### config.mk
export PLATFORM = sky130hd
export DESIGN_NAME = imem_fetch_queue
export DESIGN_NICKNAME = d
export VERILOG_FILES = /design/src/rtl/imem_fetch_queue.sv
export SDC_FILE = /design/constraint.sdc
export NUM_CORES = 1
export LEC_CHECK = 0
export ABC_AREA = 1
export CORE_MARGIN = 2
export CORE_UTILIZATION = 45
export DETAILED_ROUTE_END_ITERATION = 16
export PLACE_DENSITY = 0.67
export SETUP_SLACK_MARGIN = 0.2
export SLEW_MARGIN = 20
export SYNTH_ARGS = -nofsm -noshare
export SYNTH_HDL_FRONTEND = slang
export SYNTH_SLANG_ARGS = --single-unit
export TNS_END_PERCENT = 20
### constraint.sdc
create_clock -name clk -period 6 [get_ports clk]
set_input_delay 1.2 -clock clk [delete_from_list [all_inputs] [get_ports clk]]
set_output_delay 1.2 -clock clk [all_outputs]
set_load 0.05 [all_outputs]
### src/rtl/imem_fetch_queue.sv
// Instruction-fetch front end: req/ack fetch FSM feeding a PC-tagged FIFO toward the core.
// Optional build macro FETCH_STATS_EN adds stat_fetched / stat_discarded event counters.
module imem_fetch_queue #(
    parameter int unsigned DEPTH    = 4,
    parameter logic [31:0] RESET_PC = 32'h0000_0000
) (
    input  logic        clk,
    input  logic        reset,
    input  logic        redirect,
    input  logic [31:0] redirect_addr,
    output logic        instr_valid,
    input  logic        instr_ready,
    output logic [31:0] instr_data,
    output logic [31:0] instr_pc,
    output logic        mem_req,
    output logic [31:0] mem_addr,
    input  logic        mem_ack,
    input  logic [31:0] mem_rdata
`ifdef FETCH_STATS_EN
    ,
    output logic [31:0] stat_fetched,
    output logic [31:0] stat_discarded
`endif
);

    localparam int PW = $clog2(DEPTH);
    localparam int CW = PW + 1;

    typedef enum logic {
        S_IDLE,
        S_WAIT
    } fetch_state_t;

    fetch_state_t  state;
    logic [31:0]   fetch_pc;
    logic          discard;
    logic [PW-1:0] rd_ptr;
    logic [PW-1:0] wr_ptr;
    logic [CW-1:0] count;
    logic [31:0]   data_mem [DEPTH];
    logic [31:0]   pc_mem   [DEPTH];

    logic        ack_fire;
    logic        push;
    logic        pop;
    logic        space_ok;
    logic        issue;
    logic [31:0] fetch_pc_adv;
    logic [31:0] next_fetch_pc;
    logic        unused_addr_bits;

    assign unused_addr_bits = ^redirect_addr[1:0];

    // Redirect suppresses both FIFO ports; the acked word of the old stream is dropped.
    assign ack_fire      = (state == S_WAIT) && mem_ack;
    assign push          = ack_fire && !discard && !redirect;
    assign pop           = instr_valid && instr_ready && !redirect;
    assign space_ok      = (count + CW'(push)) < CW'(DEPTH);
    assign issue         = !redirect && space_ok;
    assign fetch_pc_adv  = push ? fetch_pc + 32'd4 : fetch_pc;
    assign next_fetch_pc = redirect ? {redirect_addr[31:2], 2'b00} : fetch_pc_adv;

    assign mem_req     = (state == S_WAIT);
    assign instr_valid = (count != '0);
    assign instr_data  = instr_valid ? data_mem[rd_ptr] : 32'h0;
    assign instr_pc    = instr_valid ? pc_mem[rd_ptr]   : 32'h0;

    // NOTE: sequential state uses non-blocking assignments so every flop samples pre-edge values.
    always_ff @(posedge clk) begin
        if (reset) begin
            state    <= S_IDLE;
            mem_addr <= RESET_PC;
            fetch_pc <= RESET_PC;
            discard  <= 1'b0;
        end else begin
            fetch_pc <= next_fetch_pc;
            if (state == S_WAIT && !mem_ack) begin
                // Address must stay stable until ack; a redirect only marks the reply as stale.
                if (redirect) begin
                    discard <= 1'b1;
                end
            end else begin
                discard <= 1'b0;
                if (issue) begin
                    state    <= S_WAIT;
                    mem_addr <= fetch_pc_adv;
                end else begin
                    state <= S_IDLE;
                end
            end
        end
    end

    always_ff @(posedge clk) begin
        if (reset || redirect) begin
            rd_ptr <= '0;
            wr_ptr <= '0;
            count  <= '0;
        end else begin
            if (push) begin
                wr_ptr <= wr_ptr + PW'(1);
            end
            if (pop) begin
                rd_ptr <= rd_ptr + PW'(1);
            end
            case ({push, pop})
                2'b10:   count <= count + CW'(1);
                2'b01:   count <= count - CW'(1);
                default: count <= count;
            endcase
        end
    end

    // NOTE: storage is not reset; outputs are masked to zero whenever the queue is empty.
    always_ff @(posedge clk) begin
        if (push) begin
            data_mem[wr_ptr] <= mem_rdata;
            pc_mem[wr_ptr]   <= fetch_pc;
        end
    end

`ifdef FETCH_STATS_EN
    always_ff @(posedge clk) begin
        if (reset) begin
            stat_fetched   <= 32'h0;
            stat_discarded <= 32'h0;
        end else begin
            if (push) begin
                stat_fetched <= stat_fetched + 32'd1;
            end
            if (ack_fire && (discard || redirect)) begin
                stat_discarded <= stat_discarded + 32'd1;
            end
        end
    end
`endif

endmodule

# == Word-level counts from Yosys, hierarchy flattened ==
# Memory sizes are Yosys's and may differ from the RTL's. A register that Yosys moved wholly into a read port is not among the register bits.
# Cells that the tools add are included.
# totals
regBits,73
mem_bits_rw,256
inputBits,69
output_inout_bits,98
elab_cells,48
n_memories,2
# memory_table
name,depth,width,read_ports,rd_ports_with_merged_regs,wr,line,rtl
data_mem,4,32,1,1,1,40,logic [31:0] data_mem [DEPTH];
pc_mem,4,32,1,1,1,41,logic [31:0] pc_mem [DEPTH];
# op_classes
addsub,6
magnitude_cmp,1
n_eq_ne,2
n_mux,12
n_bitwise,1
n_reduce_logical,16
# ops
operator,n
$mux 32,4
$add 32x3->32 const B,1
$mux 2,4
$logic_and 1x1->1,7
$pmux 3 s2,1
$add 2x1->2 const B,2
$reduce_or 2->1,2
$add 3x1->3,1
$add 3x1->3 const B,1
$logic_not 1->1,3
$lt 3x3->1 const B,1
$mux 1,3
$reduce_bool 3->1,1
$sub 3x1->3 const B,1
$eq 2x1->1 const B,1
$eq 2x2->1 const B,1
$reduce_and 2->1,1
$reduce_bool 2->1,1
$logic_or 1x1->1,1
$not 1->1,1

# == Longest topological paths before layout ==
# depth
depth_word,7
mapped_depth,11
depth_no_buf,11

# == Least setup slack after synthesis ==
# OpenSTA, ideal clock, no wires.
# synth_path
kind,input-to-reg
startpoint,input port redirect
endpoint,"memory data_mem[0][0], enable pin"
setup_ps,482
t_arrival_ps,4331
required_time_ps,5518
setup_slack_ps,1187
path_stages,5
n_path_buf,2
cell_sequence,buf_2 > nor2_4 > nand2_4 > buf_2 > nor2_1
# synth_via
elab_chain_len,4
# synth_rtl
item,line,rtl
start: declaration,9,"input logic redirect,"
$logic_not 1->1,56,assign push = ack_fire && !discard && !redirect;
$logic_and 1x1->1,56,
$mux 1,116,if (push) begin
$mux 1 (implied by the code),117,data_mem[wr_ptr] <= mem_rdata;
end: declaration,40,
# No other way between the ends.

==> results.md <==
- Status: finished clean
- VDD IR-drop max: 0.000208 V
- Die area: roughly 31000 um2
- Cell-by-cell trace of the critical path: clkinv_2, buf_4, o21ai_0, a21oi_1, clkdlybuf4s50_1
- Most instantiated cells after synthesis: 364 x nor2_1, 248 x edfxtp_1, 151 x o21ai_0, 112 x nand2_1
- Final std cells w/o fill: approximately 1900
- Top delay family on crit path: buffers and inverters
- Main combinational cell family by area after synthesis: simple AND/OR/NAND/NOR gates
- CTS resizes: 0
- First-pass GRT wire length: roughly 48000 um
- Critical path arrival: roughly 3.7 ns
- Share of layout cells above drive strength 1: 0.0583
- Post-CTS setup buffer count: 0
- Reg2reg start: count[2]$_SDFFE_PP0P_
- Top cell type by total area after synthesis: edfxtp_1
- Yosys reg bits: around 320
- Clock sink total: 319
- RSZ-0062 raised after global routing: no
- Most frequent cell after synthesis: nor2_1
- Leakage power: approximately 5.9 nW
- Port Buffers: 160
- Synth Area in Compound Gates: 0.0983
- Worst slew slack as a fraction of its limit: 0.331
- Slowest stage cell, crit path: clkinv_2
- Clock Latency Late Sink: between 0.5 and 0.6 ns
- Drt via density: ~5.0
- Vias: 9338
- Post-DP HPWL: about 18000 um
- Inst Count DP: about 1800
- Count of flip-flops with a built-in enable after synthesis: ~250
- Final setup viols: 0
- Syn Inst Count: about 1300
- WL final: a little over 30000 um
- Initial antenna violation count: 0
- Initial core utilization: 0.460
- Critical path depth: 5
- DRT antenna net count: 0
- PD cells: 294 nW/um2
- Drc violations: 0
- Pin count of the biggest net entering global routing: 89
- Diodes inserted: 0
- Worst Setup EP: instr_data[8]
- Core area: 28900 um2
- Worst Hold Class: register to register
- Row cnt: 62
- Worst Hold Launch: mem_addr[3]$_SDFFE_PP0P_
- Nets: between 1500 and 2000
- Mean routed wirelength per cell: 16.3 um
- Worst R2R End: count[2]$_SDFFE_PP0P_
- DRT Pass-1 Iters: 5
- Crit. End Element: output port
- Async S/R FF share, synth: 0
- Post-route setup TNS: 0 ns
- Final hold violations: 0
- Area share of the largest cell type after synthesis: 0.560
- Worst path bufs/invs: 3
- CTS max path bufs: 3
- Adder-Cell Fraction of Synth Area: 0.00715
- Most common flop cell mapped by yosys: edfxtp_1
- Vias in the first global route: between 9000 and 10000
- CTS H-tree depth: 1
- CTS tree: yes
- Largest cells by area after synthesis: edfxtp_1 56%, dfxtp_1 11%, nor2_1 10%, o21ai_0 5.7%, a21oi_1 3.4%
- Syn_area_per_cell: between 10 and 15 um2
- Simple-Gate Fraction of Synth Area: 0.168
- Fmax: a little over 200 MHz
- Gr usage total: 0.195
- Highest net fanout along the worst path: between 70 and 80
- CP Data Required Time: around 4.8 ns
- Final period utilization: 0.817
- Mux share of post-synthesis cell area: 0
- Die width: approximately 180 um
- Number of fill cells in the layout: approximately 2400
- Max Cap Viol: 0
- Xor and xnor fraction of the mapped netlist area: 0.00856
- Clock skew: 0.0158 ns
- Final min period: 4.90 ns
- Post-synthesis sequential area ratio: 0.666
- Area grow syn2layout: 22.2%
- Setup ws final: approximately 1.1 ns
- Clock Root Buffer: clkbuf_16
- Clk pin slew, worst setup/hold paths: ~0.06 ns
- Cell variety after synth: 31
- Startpoint class of the critical path: register
- Pre-CTS WS: around 1.6 ns
- R2r worst-path depth: 10
- Global route overflow: 0
- Critical Path Max Stage Delay: 0.81 ns
- R2R Setup Slk: around 3.7 ns
- DRT iter0 DRCs: 768
- Pins Over Slew Limit: 0
- Total I/O pin count: 167
- Die Y: roughly 180 um
- Worst-Margin Slew: between 1 and 1.5 ns
- Inserted Clock Buffers: 31
- Crit Path Category: register to output port
- GP Congestion: between 0.8 and 0.9
- # hold bufs at CTS: 0
- Synthesized area: 13300 um2
- Synth Warn #: 0
worst register-to-register path, stage by stage (launching register included):
cell and delay [ns]:
dfxtp_1 0.34, nor3_4 0.17, buf_4 0.68, nor2_1 0.18, ha_1 0.24, inv_1 0.10
fa_1 0.19, a21oi_1 0.06, o21ai_0 0.10, o21ai_0 0.10, a21oi_1 0.13
layer usage:
metal	vias to the layer above	wire (um)	track usage
met1	4350	13700	0.271
met5	-	0	0
met3	50	1750	0.0310
li1	4678	-	-
met2	260	14100	0.321
met4	0	752	0.0496
cell usage in the layout, fill, tap and decap left out, types with 6 or more instances in the layout:
cell type / count
clkdlybuf4s50_1: 160
clkbuf_1: 7
dfxtp_1: 69
edfxtp_1: 248
clkinv_2: 7
xor2_1: 11
nor2_1: 360
clkbuf_16: 31
nand4_1: 13
nor3_1: 6
inv_1: 91
a21oi_1: 91
nor2_4: 8
nand3_1: 33
nand2_1: 112
o21ai_1: 18
buf_4: 13
ha_1: 6
o21ai_0: 151
registers in the layout, summed over array words and instances, names as in the netlist, named ones only:
name	flops
rd_ptr	2
fetch_pc	30
wr_ptr	2
mem_addr	30
data_mem	128
mem_req	1
count	3
pc_mem	120
discard	1
area by class of cell:
type | count | area, um2 | area share
flip-flops and latches | 319 | 8870 | 0.546
multi-input cells | 832 | 3810 | 0.234
repair buffers | 173 | 1700 | 0.105
clock buffers | 42 | 840 | 0.0516
well taps | 384 | 480 | 0.0296
inverters | 95 | 358 | 0.0220
clock inverters | 15 | 199 | 0.0122
worst min-delay path by stage:
| stage | endpoint | depth (start not counted) |
|---|---|---|
| CTS | mem_addr[6]$_SDFFE_PP0P_ | 2 |
| detailed placement | mem_addr[6]$_SDFFE_PP0P_ | 2 |
| finish | mem_addr[3]$_SDFFE_PP0P_ | 2 |
| global route | mem_addr[6]$_SDFFE_PP0P_ | 2 |
| global placement | register | 2 |
| floorplan | register | 2 |
cell families after synthesis:
logic type | after synthesis
AND/OR/NAND/NOR | 547
adder cells (fa/ha/maj) | 7
buffers and inverters | 166
AO/OA/AOI/OAI | 261
flip-flops | 319
other | 1
XOR/XNOR | 13
through the flow:
| stage | utilization | area [um2] | hold slack (ns) | total power, W |
|---|---|---|---|---|
| after global routing | 0.562 | 16300 | 0.507 | 0.00493 |
| after global placement | 0.526 | 15200 | 0.451 | 0.00284 |
| final | 0.562 | 16300 | 0.477 | 0.00477 |
| after floorplan | - | 13300 | 0.442 | 0.00270 |
| after CTS | 0.562 | 16300 | 0.476 | 0.00481 |
| after detailed placement | 0.526 | 15200 | 0.464 | 0.00284 |
power by group:
part           internal (W)  switching [W]  total, W
sequential          0.00242      0.0000444   0.00247
clock               0.00119       0.000785   0.00197
combinational      0.000119       0.000212  0.000331
total               0.00373        0.00104   0.00477
Power figures use the tool's default switching activity.
